[config.mk]
export PLATFORM = sky130hd
export DESIGN_NAME = udi_spect_dens_acc
export DESIGN_NICKNAME = d
export VERILOG_FILES = /design/src/rtl/udi_sd_pkg.sv /design/src/rtl/udi_sd_power.sv /design/src/rtl/udi_spect_dens_acc.sv
export SDC_FILE = /design/constraint.sdc
export NUM_CORES = 2
export LEC_CHECK = 0
export BUFFER_PORTS_ARGS = -buffer_cell sky130_fd_sc_hd__buf_2
export CORE_ASPECT_RATIO = 1.1
export CORE_MARGIN = 2
export CORE_UTILIZATION = 50
export CTS_CLUSTER_DIAMETER = 80
export DETAILED_ROUTE_END_ITERATION = 8
export PLACE_DENSITY = 0.65
export SLEW_MARGIN = 20
export SYNTH_ARGS = -nofsm -noshare
export SYNTH_HDL_FRONTEND = slang
export SYNTH_SLANG_ARGS = --single-unit
export TNS_END_PERCENT = 10
[constraint.sdc]
create_clock -name gclk -period 10.3 [get_ports gclk]
set_clock_uncertainty 0.1 [all_clocks]
set_input_delay 2.575 -clock gclk [delete_from_list [all_inputs] [get_ports gclk]]
set_output_delay 2.575 -clock gclk [all_outputs]
set_load 0.1 [all_outputs]
[src/rtl/udi_sd_pkg.sv]
`default_nettype none
// ============================================================================
// Module      : udi_sd_pkg
// Description : Shared definitions for the spectral-density integrator.
//               Provides the result-mode codes, the FSM state type and the
//               accumulator width derivation.
// Revision    : 1.0 - initial release
// ============================================================================
package udi_sd_pkg;

    // Result-mode codes carried on udi_ctl_sum_mode
    localparam logic [1:0] c_MODE_NONE   = 2'b00;
    localparam logic [1:0] c_MODE_SUM    = 2'b01;
    localparam logic [1:0] c_MODE_AVG    = 2'b10;
    localparam logic [1:0] c_MODE_BYPASS = 2'b11;

    typedef enum logic [1:0] {
        ST_IDLE  = 2'd0,
        ST_ACCUM = 2'd1,
        ST_DUMP  = 2'd2
    } sd_state_e;

    // Sum of 2^log2_nmax values of 2*data_w bits needs log2_nmax extra bits
    function automatic int calc_acc_w(input int data_w, input int log2_nmax);
        return 2 * data_w + log2_nmax;
    endfunction

endpackage
`default_nettype wire

[src/rtl/udi_sd_power.sv]
`default_nettype none
// ============================================================================
// Module      : udi_sd_power
// Description : Two-stage instantaneous power pipeline, pwr = I*I + Q*Q.
//               Stage 1 registers both squares, stage 2 registers their sum.
// Ports       : clk, rst (async, active high)
//               i_flush     - drop everything in flight (and the input)
//               i_valid     - sample strobe, i_i / i_q signed samples
//               o_v1        - stage-1 occupancy
//               o_pwr_valid - stage-2 valid, o_pwr unsigned power
// Revision    : 1.0 - initial release
// ============================================================================
module udi_sd_power #(
    parameter int DATA_W = 16
) (
    input  logic                      clk,
    input  logic                      rst,
    input  logic                      i_flush,
    input  logic                      i_valid,
    input  logic signed [DATA_W-1:0]  i_i,
    input  logic signed [DATA_W-1:0]  i_q,
    output logic                      o_v1,
    output logic                      o_pwr_valid,
    output logic [2*DATA_W-1:0]       o_pwr
);

    localparam int c_PW = 2 * DATA_W;

    logic signed [c_PW-1:0] w_prod_i;
    logic signed [c_PW-1:0] w_prod_q;
    logic [c_PW-1:0]        sq_i_d, sq_i_q;
    logic [c_PW-1:0]        sq_q_d, sq_q_q;
    logic [c_PW-1:0]        pwr_d,  pwr_q;
    logic                   v1_d,   v1_q;
    logic                   v2_d,   v2_q;

    // Operands are sign-extended to the full product width; a square is
    // never negative, so the product can be reinterpreted as unsigned.
    assign w_prod_i = i_i * i_i;
    assign w_prod_q = i_q * i_q;

    always_comb begin
        sq_i_d = sq_i_q;
        sq_q_d = sq_q_q;
        pwr_d  = pwr_q;
        v1_d   = i_valid & ~i_flush;
        v2_d   = v1_q & ~i_flush;
        if (i_valid) begin
            sq_i_d = $unsigned(w_prod_i);
            sq_q_d = $unsigned(w_prod_q);
        end
        // Max is 2 * 2^(2*DATA_W-2), so the sum fits in 2*DATA_W bits
        if (v1_q) begin
            pwr_d = sq_i_q + sq_q_q;
        end
    end

    always_ff @(posedge clk or posedge rst) begin
        if (rst) begin
            sq_i_q <= '0;
            sq_q_q <= '0;
            pwr_q  <= '0;
            v1_q   <= 1'b0;
            v2_q   <= 1'b0;
        end else begin
            sq_i_q <= sq_i_d;
            sq_q_q <= sq_q_d;
            pwr_q  <= pwr_d;
            v1_q   <= v1_d;
            v2_q   <= v2_d;
        end
    end

    assign o_v1        = v1_q;
    assign o_pwr_valid = v2_q;
    assign o_pwr       = pwr_q;

endmodule
`default_nettype wire

[src/rtl/udi_spect_dens_acc.sv]
`default_nettype none
// ============================================================================
// Module      : udi_spect_dens_acc
// Description : Integrating spectral-density UDI datapath. Squares I/Q,
//               accumulates power over a 2^len_log2 window and returns the
//               sum, average or per-sample power plus a threshold flag.
// Ports       : gclk, greset (async, active high), gscanenable
//               in_rs[2*DATA_W-1:0]  I (upper) / Q (lower), config data
//               in_valid             sample strobe
//               udi_ctl_thr_wr / len_wr / clr / sum_mode / res_sel
//               out_rd, out_valid, out_det, out_busy
// Options     : define UDI_SD_HYST_EN for a detection flag with hysteresis
// Revision    : 1.0 - initial release
// ============================================================================
module udi_spect_dens_acc
    import udi_sd_pkg::*;
#(
    parameter int DATA_W    = 16,
    parameter int LOG2_NMAX = 8
) (
    input  logic                  gclk,
    input  logic                  greset,
    input  logic                  gscanenable,
    input  logic [2*DATA_W-1:0]   in_rs,
    input  logic                  in_valid,
    input  logic                  udi_ctl_thr_wr,
    input  logic                  udi_ctl_len_wr,
    input  logic                  udi_ctl_clr,
    input  logic [1:0]            udi_ctl_sum_mode,
    input  logic                  udi_ctl_res_sel,
    output logic [31:0]           out_rd,
    output logic                  out_valid,
    output logic                  out_det,
    output logic                  out_busy
);

    localparam int         ACC_W     = calc_acc_w(DATA_W, LOG2_NMAX);
    localparam int         c_PW      = 2 * DATA_W;
    localparam int         c_CNT_W   = LOG2_NMAX + 1;
    localparam logic [3:0] c_NMAX_L2 = 4'(LOG2_NMAX);

    logic [31:0]        w_cfg;
    logic               w_flush;
    logic               w_v1;
    logic               w_pwr_valid;
    logic [c_PW-1:0]    w_pwr;
    logic [3:0]         w_len_eff;
    logic [c_CNT_W-1:0] w_win;
    logic [31:0]        w_f;
    logic               w_det_new;
    logic               w_dump;
    logic [ACC_W-1:0]   w_acc_sum;
    logic [c_CNT_W-1:0] w_cnt_inc;

    sd_state_e          state_d,    state_q;
    logic [ACC_W-1:0]   acc_d,      acc_q;
    logic [c_CNT_W-1:0] cnt_d,      cnt_q;
    logic [31:0]        result_d,   result_q;
    logic               det_d,      det_q;
    logic [31:0]        thr_d,      thr_q;
    logic [3:0]         len_log2_d, len_log2_q;

    // Config word is always the low 32 bits of in_rs
    generate
        if (c_PW >= 32) begin : g_cfg_trunc
            assign w_cfg = in_rs[31:0];
        end else begin : g_cfg_ext
            assign w_cfg = {{(32 - c_PW){1'b0}}, in_rs};
        end
    endgenerate

    assign w_flush = udi_ctl_len_wr | udi_ctl_clr;

    udi_sd_power #(
        .DATA_W (DATA_W)
    ) u_power (
        .clk         (gclk),
        .rst         (greset),
        .i_flush     (w_flush),
        .i_valid     (in_valid),
        .i_i         ($signed(in_rs[c_PW-1:DATA_W])),
        .i_q         ($signed(in_rs[DATA_W-1:0])),
        .o_v1        (w_v1),
        .o_pwr_valid (w_pwr_valid),
        .o_pwr       (w_pwr)
    );

    // Scan forces the config enables so the registers shift with the chain
    assign thr_d      = (udi_ctl_thr_wr | gscanenable) ? w_cfg      : thr_q;
    assign len_log2_d = (udi_ctl_len_wr | gscanenable) ? w_cfg[3:0] : len_log2_q;

    assign w_len_eff = (len_log2_q > c_NMAX_L2) ? c_NMAX_L2 : len_log2_q;
    assign w_win     = (udi_ctl_sum_mode == c_MODE_BYPASS) ? c_CNT_W'(1)
                                                           : (c_CNT_W'(1) << w_len_eff);

    // Result function of the current accumulator
    always_comb begin
        w_f = '0;
        case (udi_ctl_sum_mode)
            c_MODE_SUM:    w_f = (|acc_q[ACC_W-1:32]) ? 32'hFFFF_FFFF : acc_q[31:0];
            c_MODE_AVG:    w_f = 32'(acc_q >> w_len_eff);
            c_MODE_BYPASS: w_f = acc_q[31:0];
            default:       w_f = '0;
        endcase
    end

`ifdef UDI_SD_HYST_EN
    // Set above threshold, clear only below threshold minus 1/8, else hold
    always_comb begin
        w_det_new = det_q;
        if (w_f > thr_q) begin
            w_det_new = 1'b1;
        end else if (w_f < (thr_q - (thr_q >> 3))) begin
            w_det_new = 1'b0;
        end
    end
`else
    assign w_det_new = (w_f > thr_q);
`endif

    assign w_acc_sum = acc_q + ACC_W'(w_pwr);
    assign w_cnt_inc = cnt_q + c_CNT_W'(1);

    always_comb begin
        state_d  = state_q;
        acc_d    = acc_q;
        cnt_d    = cnt_q;
        result_d = result_q;
        det_d    = det_q;
        w_dump   = 1'b0;
        case (state_q)
            ST_IDLE: begin
                if (w_pwr_valid) begin
                    acc_d   = ACC_W'(w_pwr);
                    cnt_d   = c_CNT_W'(1);
                    state_d = (w_win == c_CNT_W'(1)) ? ST_DUMP : ST_ACCUM;
                end
            end
            ST_ACCUM: begin
                if (w_pwr_valid) begin
                    acc_d = w_acc_sum;
                    cnt_d = w_cnt_inc;
                    // >= keeps the window closing even if the mode is
                    // switched to BYPASS mid-window
                    if (w_cnt_inc >= w_win) begin
                        state_d = ST_DUMP;
                    end
                end
            end
            ST_DUMP: begin
                w_dump   = 1'b1;
                result_d = w_f;
                det_d    = w_det_new;
                if (w_pwr_valid) begin
                    acc_d   = ACC_W'(w_pwr);
                    cnt_d   = c_CNT_W'(1);
                    state_d = (w_win == c_CNT_W'(1)) ? ST_DUMP : ST_ACCUM;
                end else begin
                    state_d = ST_IDLE;
                end
            end
            default: state_d = ST_IDLE;
        endcase
        // Flush overrides everything, including a coincident dump
        if (w_flush) begin
            state_d  = ST_IDLE;
            acc_d    = '0;
            cnt_d    = '0;
            result_d = result_q;
            det_d    = det_q;
            w_dump   = 1'b0;
        end
    end

    always_ff @(posedge gclk or posedge greset) begin
        if (greset) begin
            state_q    <= ST_IDLE;
            acc_q      <= '0;
            cnt_q      <= '0;
            result_q   <= '0;
            det_q      <= 1'b0;
            thr_q      <= '0;
            len_log2_q <= '0;
        end else begin
            state_q    <= state_d;
            acc_q      <= acc_d;
            cnt_q      <= cnt_d;
            result_q   <= result_d;
            det_q      <= det_d;
            thr_q      <= thr_d;
            len_log2_q <= len_log2_d;
        end
    end

    assign out_rd    = udi_ctl_res_sel ? {31'd0, det_q} : result_q;
    assign out_valid = w_dump;
    assign out_det   = det_q;
    assign out_busy  = (state_q != ST_IDLE) | w_v1 | w_pwr_valid;

endmodule
`default_nettype wire

==> impl_summary.md <==
Outcome
The flow ran to the end, and the final reports show no timing, DRC or antenna violations.

Min path
In this run the worst hold path is classified as reg -> reg. The cell depth of the worst hold path is 2.

Routing
The count of nets left with antenna violations once routing finished came out at 0. The violation count after the first detailed-route iteration is 1391. Summing over every cut layer, the via total after detailed routing is 23.5k.

The post-route DRC violation count is 0. The first-pass iteration count of the detailed router is 9. After detailed routing, the average wire length per cell comes to 18.1 µm. The via density per instance is 5.41.

The routed design has 78400 µm of wire.

Worst setup path
For the worst setup path, the data arrival time is 9120 ps. STA classifies the critical path endpoint as a register. The highest fanout seen on the critical path is 18. STA classifies the critical path startpoint as an input pin. The logic depth of the worst register-to-register path is 18.

The setup path with the least slack is of type in -> reg. Walking the worst path, the cells encountered are buf_2 > clkinv_1 > buf_4 > nor2_1 > fa_1 > fa_1 > fa_1 > fa_1 > fa_1 > inv_1 > fa_1 > inv_1 > ha_1 > and4_4 > and2_4 > a221oi_2 > o221ai_1 > o41ai_4 > o21ai_1 > o21a_1 > nor2_2 > xnor2_1 > mux2_2. The most numerous cell type found on the critical path is fa_1. STA puts the critical path data required time at 10650 ps. The cell at the slowest stage of the critical path is fa_1. The delay of the slowest critical-path stage is 610 ps.

Clocking
After clock tree synthesis, the clock-pin slew on the worst setup and hold paths is 60 ps. TritonCTS built the clock tree. After clock tree synthesis, the setup repair step added 0 buffers. The latest clock arrival within the worst-skew pair is 560 ps. The CTS buffer count is 28.

The clock tree buffer depth is 3. In this run the number of H-tree levels came out at 1. The CTS root buffer is clkbuf_16.

In this run, post-CTS hold repair placed 0 buffers. The number of clock sinks is 216. Post-CTS repair changed the size of 0 cells.

Logic synthesis
The area of the mapped netlist is 32300 µm². After synthesis, the netlist uses 87 different library cells. The number of storage elements in the synthesis netlist is 216. The post-synth net total is 4277. The Yosys step of the flow raised 0 warnings. The most used flip-flop cell after synthesis is dfrtp_1. The number of enable flip-flop cells after synthesis is 0. Counting flops with an async set or reset pin after synthesis yields a share of 1.00. The instance count of the mapped netlist is 3482. For this run, the register share of the synthesized area comes to 0.167. The synthesized area divided by synthesized cell count is 9.27 µm².

Cells and area
The final layout contains 4273 nets. Of the cells placed in the final design, the portion with a size suffix greater than 1 is 0.0906. The area growth from synthesis to layout is 6.43%. 0 antenna diodes ended up in the layout. The area of the multi-input gates is 23700 µm².

The register area is 5410 µm². The cell area after layout is 34400 µm². After filler insertion, the fill cell instance count of the layout stands at 5938. For this run, the number of standard cells in the final layout without fillers is 4341.

Floorplanning
The number of top-level pins is 77. The die span in x is 246 µm. The floorplan step set the die height to 270 µm. The region available for standard cell placement spans 63800 µm². The area of the die is 66600 µm². The row count is 97. The initial utilization of the core area, before any placement, comes to 0.506.

Global route
The global-route wire length before repair is 131000 µm. For this run, global-route usage on met1 was measured as 0.323. The total grt overflow is 0. In the global route stage, met2 resource usage came out at 0.434. The global routing stage identified its most utilized layer as met2. The number of global-route vias before repair came to 24.7k. The pin count of the biggest net entering global routing is 111. The number of antenna violations at the first check in global routing is 0. The overall fraction of global-route tracks in use is 0.246. The met3 demand-to-capacity share in global routing is 0.0166.

STA
Headroom to the max-slew limit came out at 0.115. Derived from the worst setup path, the maximum achievable clock frequency is 114 MHz. Across all hold checks on the routed design, the worst slack comes to 382 ps.

The setup total negative slack is 0 ps. The slew at the pin with the worst max-slew slack is 1320 ps. Setup violations remaining at the end of the flow were counted as 0. The number of slew-limit violations in the final report was 0.

Setup repair after global routing left no endpoint under its margin. The final hold violation count is 0. Subtracting the final worst setup slack from the clock period gives 8770 ps. Of the available clock period, the critical path in the final layout requires 0.851.

Placed design
Once placement finished, the instance area stood at 33400 µm². The cell total after placement is 4289. At the end of routability-driven placement, the weighted congestion stood at 0.919. The half-perimeter wire length after placement is 62500 µm. The number of I/O port buffers is 76.

Job
The tool flagged a number of max-cap violations equal to 0.
## synthesized netlist by cell type, types with 4 or more instances
library cell,count,share of area
a221oi_1,4,0.0011
o21ai_0,121,0.019
clkbuf_1,108,0.013
or2_2,5,0.00097
nor2b_1,61,0.012
nor3_1,26,0.0040
mux2_2,121,0.042
o21a_1,17,0.0040
a22o_1,8,0.0022
xor2_1,37,0.010
nand4_1,15,0.0029
nor2_1,176,0.020
o211ai_1,8,0.0019
o21bai_1,10,0.0023
dfrtp_1,216,0.17
a211oi_1,28,0.0065
nand2b_1,24,0.0047
and2_1,81,0.016
inv_1,701,0.082
nand2_1,257,0.030
a21o_1,55,0.013
fa_1,469,0.29
mux2i_1,100,0.031
buf_2,9,0.0014
a211oi_2,4,0.0016
a211o_1,5,0.0014
nand3_1,36,0.0056
nor4_1,5,0.00097
xnor2_1,105,0.028
a21oi_1,215,0.033
buf_1,11,0.0013
o21ai_1,17,0.0026
o31ai_1,11,0.0026
a31o_2,12,0.0033
or3_1,8,0.0016
ha_1,284,0.11
and3_1,25,0.0048
a31oi_1,13,0.0025
## through the flow
| stage | utilization | setup slack [ps] |
|---|---|---|
| after CTS | 0.538 | 1530 |
| after global routing | 0.538 | 1110 |
| final | 0.538 | 1530 |
| after detailed placement | 0.523 | 948 |
| after global placement | 0.523 | 1150 |
| after floorplan | - | 1660 |
## placed cells by master, fill, tap and decap left out, types with 15 or more instances in the layout
master,synthesis,layout
mux2_2,121,121
ha_1,284,284
nor2b_1,61,60
a211oi_1,28,28
o21a_1,17,17
nand2b_1,24,24
nand3_1,36,36
and3_1,25,25
inv_1,701,700
nor2_1,176,175
clkbuf_16,0,29
a21oi_1,215,214
xnor2_1,105,105
nor3_1,26,26
a21o_1,55,55
buf_2,9,76
and2_1,81,81
o21ai_1,17,17
buf_4,1,19
xor2_1,37,37
mux2i_1,100,100
dfrtp_1,216,215
fa_1,469,469
nand4_1,15,15
o21ai_0,121,121
nand2_1,257,257
## registers in the layout (all words and copies together), names as in the netlist
register / flops
acc_q: 40
result_q: 32
thr_q: 32
u_power.o_pwr: 32
u_power.sq_i_q: 31
u_power.sq_q_q: 31
cnt_q: 9
len_log2_q: 4
state_q: 2
out_det: 1
u_power.o_pwr_valid: 1
u_power.o_v1: 1
## cell families after synthesis
group	Yosys count	share of synthesized area
buffers and inverters	834	0.0974
AOI/OAI and AO/OA	578	0.113
and+or+nand+nor	736	0.108
xor gates and xnor gates	142	0.0385
muxes	223	0.0744
adders and majority gates	753	0.401
DFF	216	0.167
## metal layers
metal  vias up  share of wire  wire [µm]
met2       466           0.51      39900
met4         0          0.033       2570
met5         -              0          0
met1     11800           0.42      33300
li1      11100              -          -
met3       115          0.034       2660
## critical path: cells and delay by family
kind / cells / cell delay (ps)
adders and majority gates: 7 / 3460
AOI/OAI and AO/OA: 5 / 1140
buffers and inverters: 5 / 900
and+or+nand+nor: 4 / 720
muxes: 1 / 260
xor gates and xnor gates: 1 / 60
## path summary, 6_finish.rpt
path / from / slack, ps / end
max: in_rs[15] / 1530 / u_power.sq_q_q[28]
min: thr_q[22] / 380 / thr_q[22]
max reg2reg: len_log2_q[3] / 4420 / out_det
min reg2reg: thr_q[22] / 380 / thr_q[22]
max in group asynchronous: greset / 6060 / u_power.sq_i_q[26]
min in group asynchronous: greset / 2030 / result_q[17]
## cell type report
type | count | share of cell area
clock buffers | 40 | 0.0238
clock inverters | 12 | 0.00448
inverters | 705 | 0.0772
multi-input cells | 2432 | 0.691
flip-flops and latches | 216 | 0.157
well taps | 841 | 0.0306
repair buffers | 95 | 0.0152
Power is not shown: default switching activity piles up to over one toggle a cycle in this logic, so the estimate is an artifact.
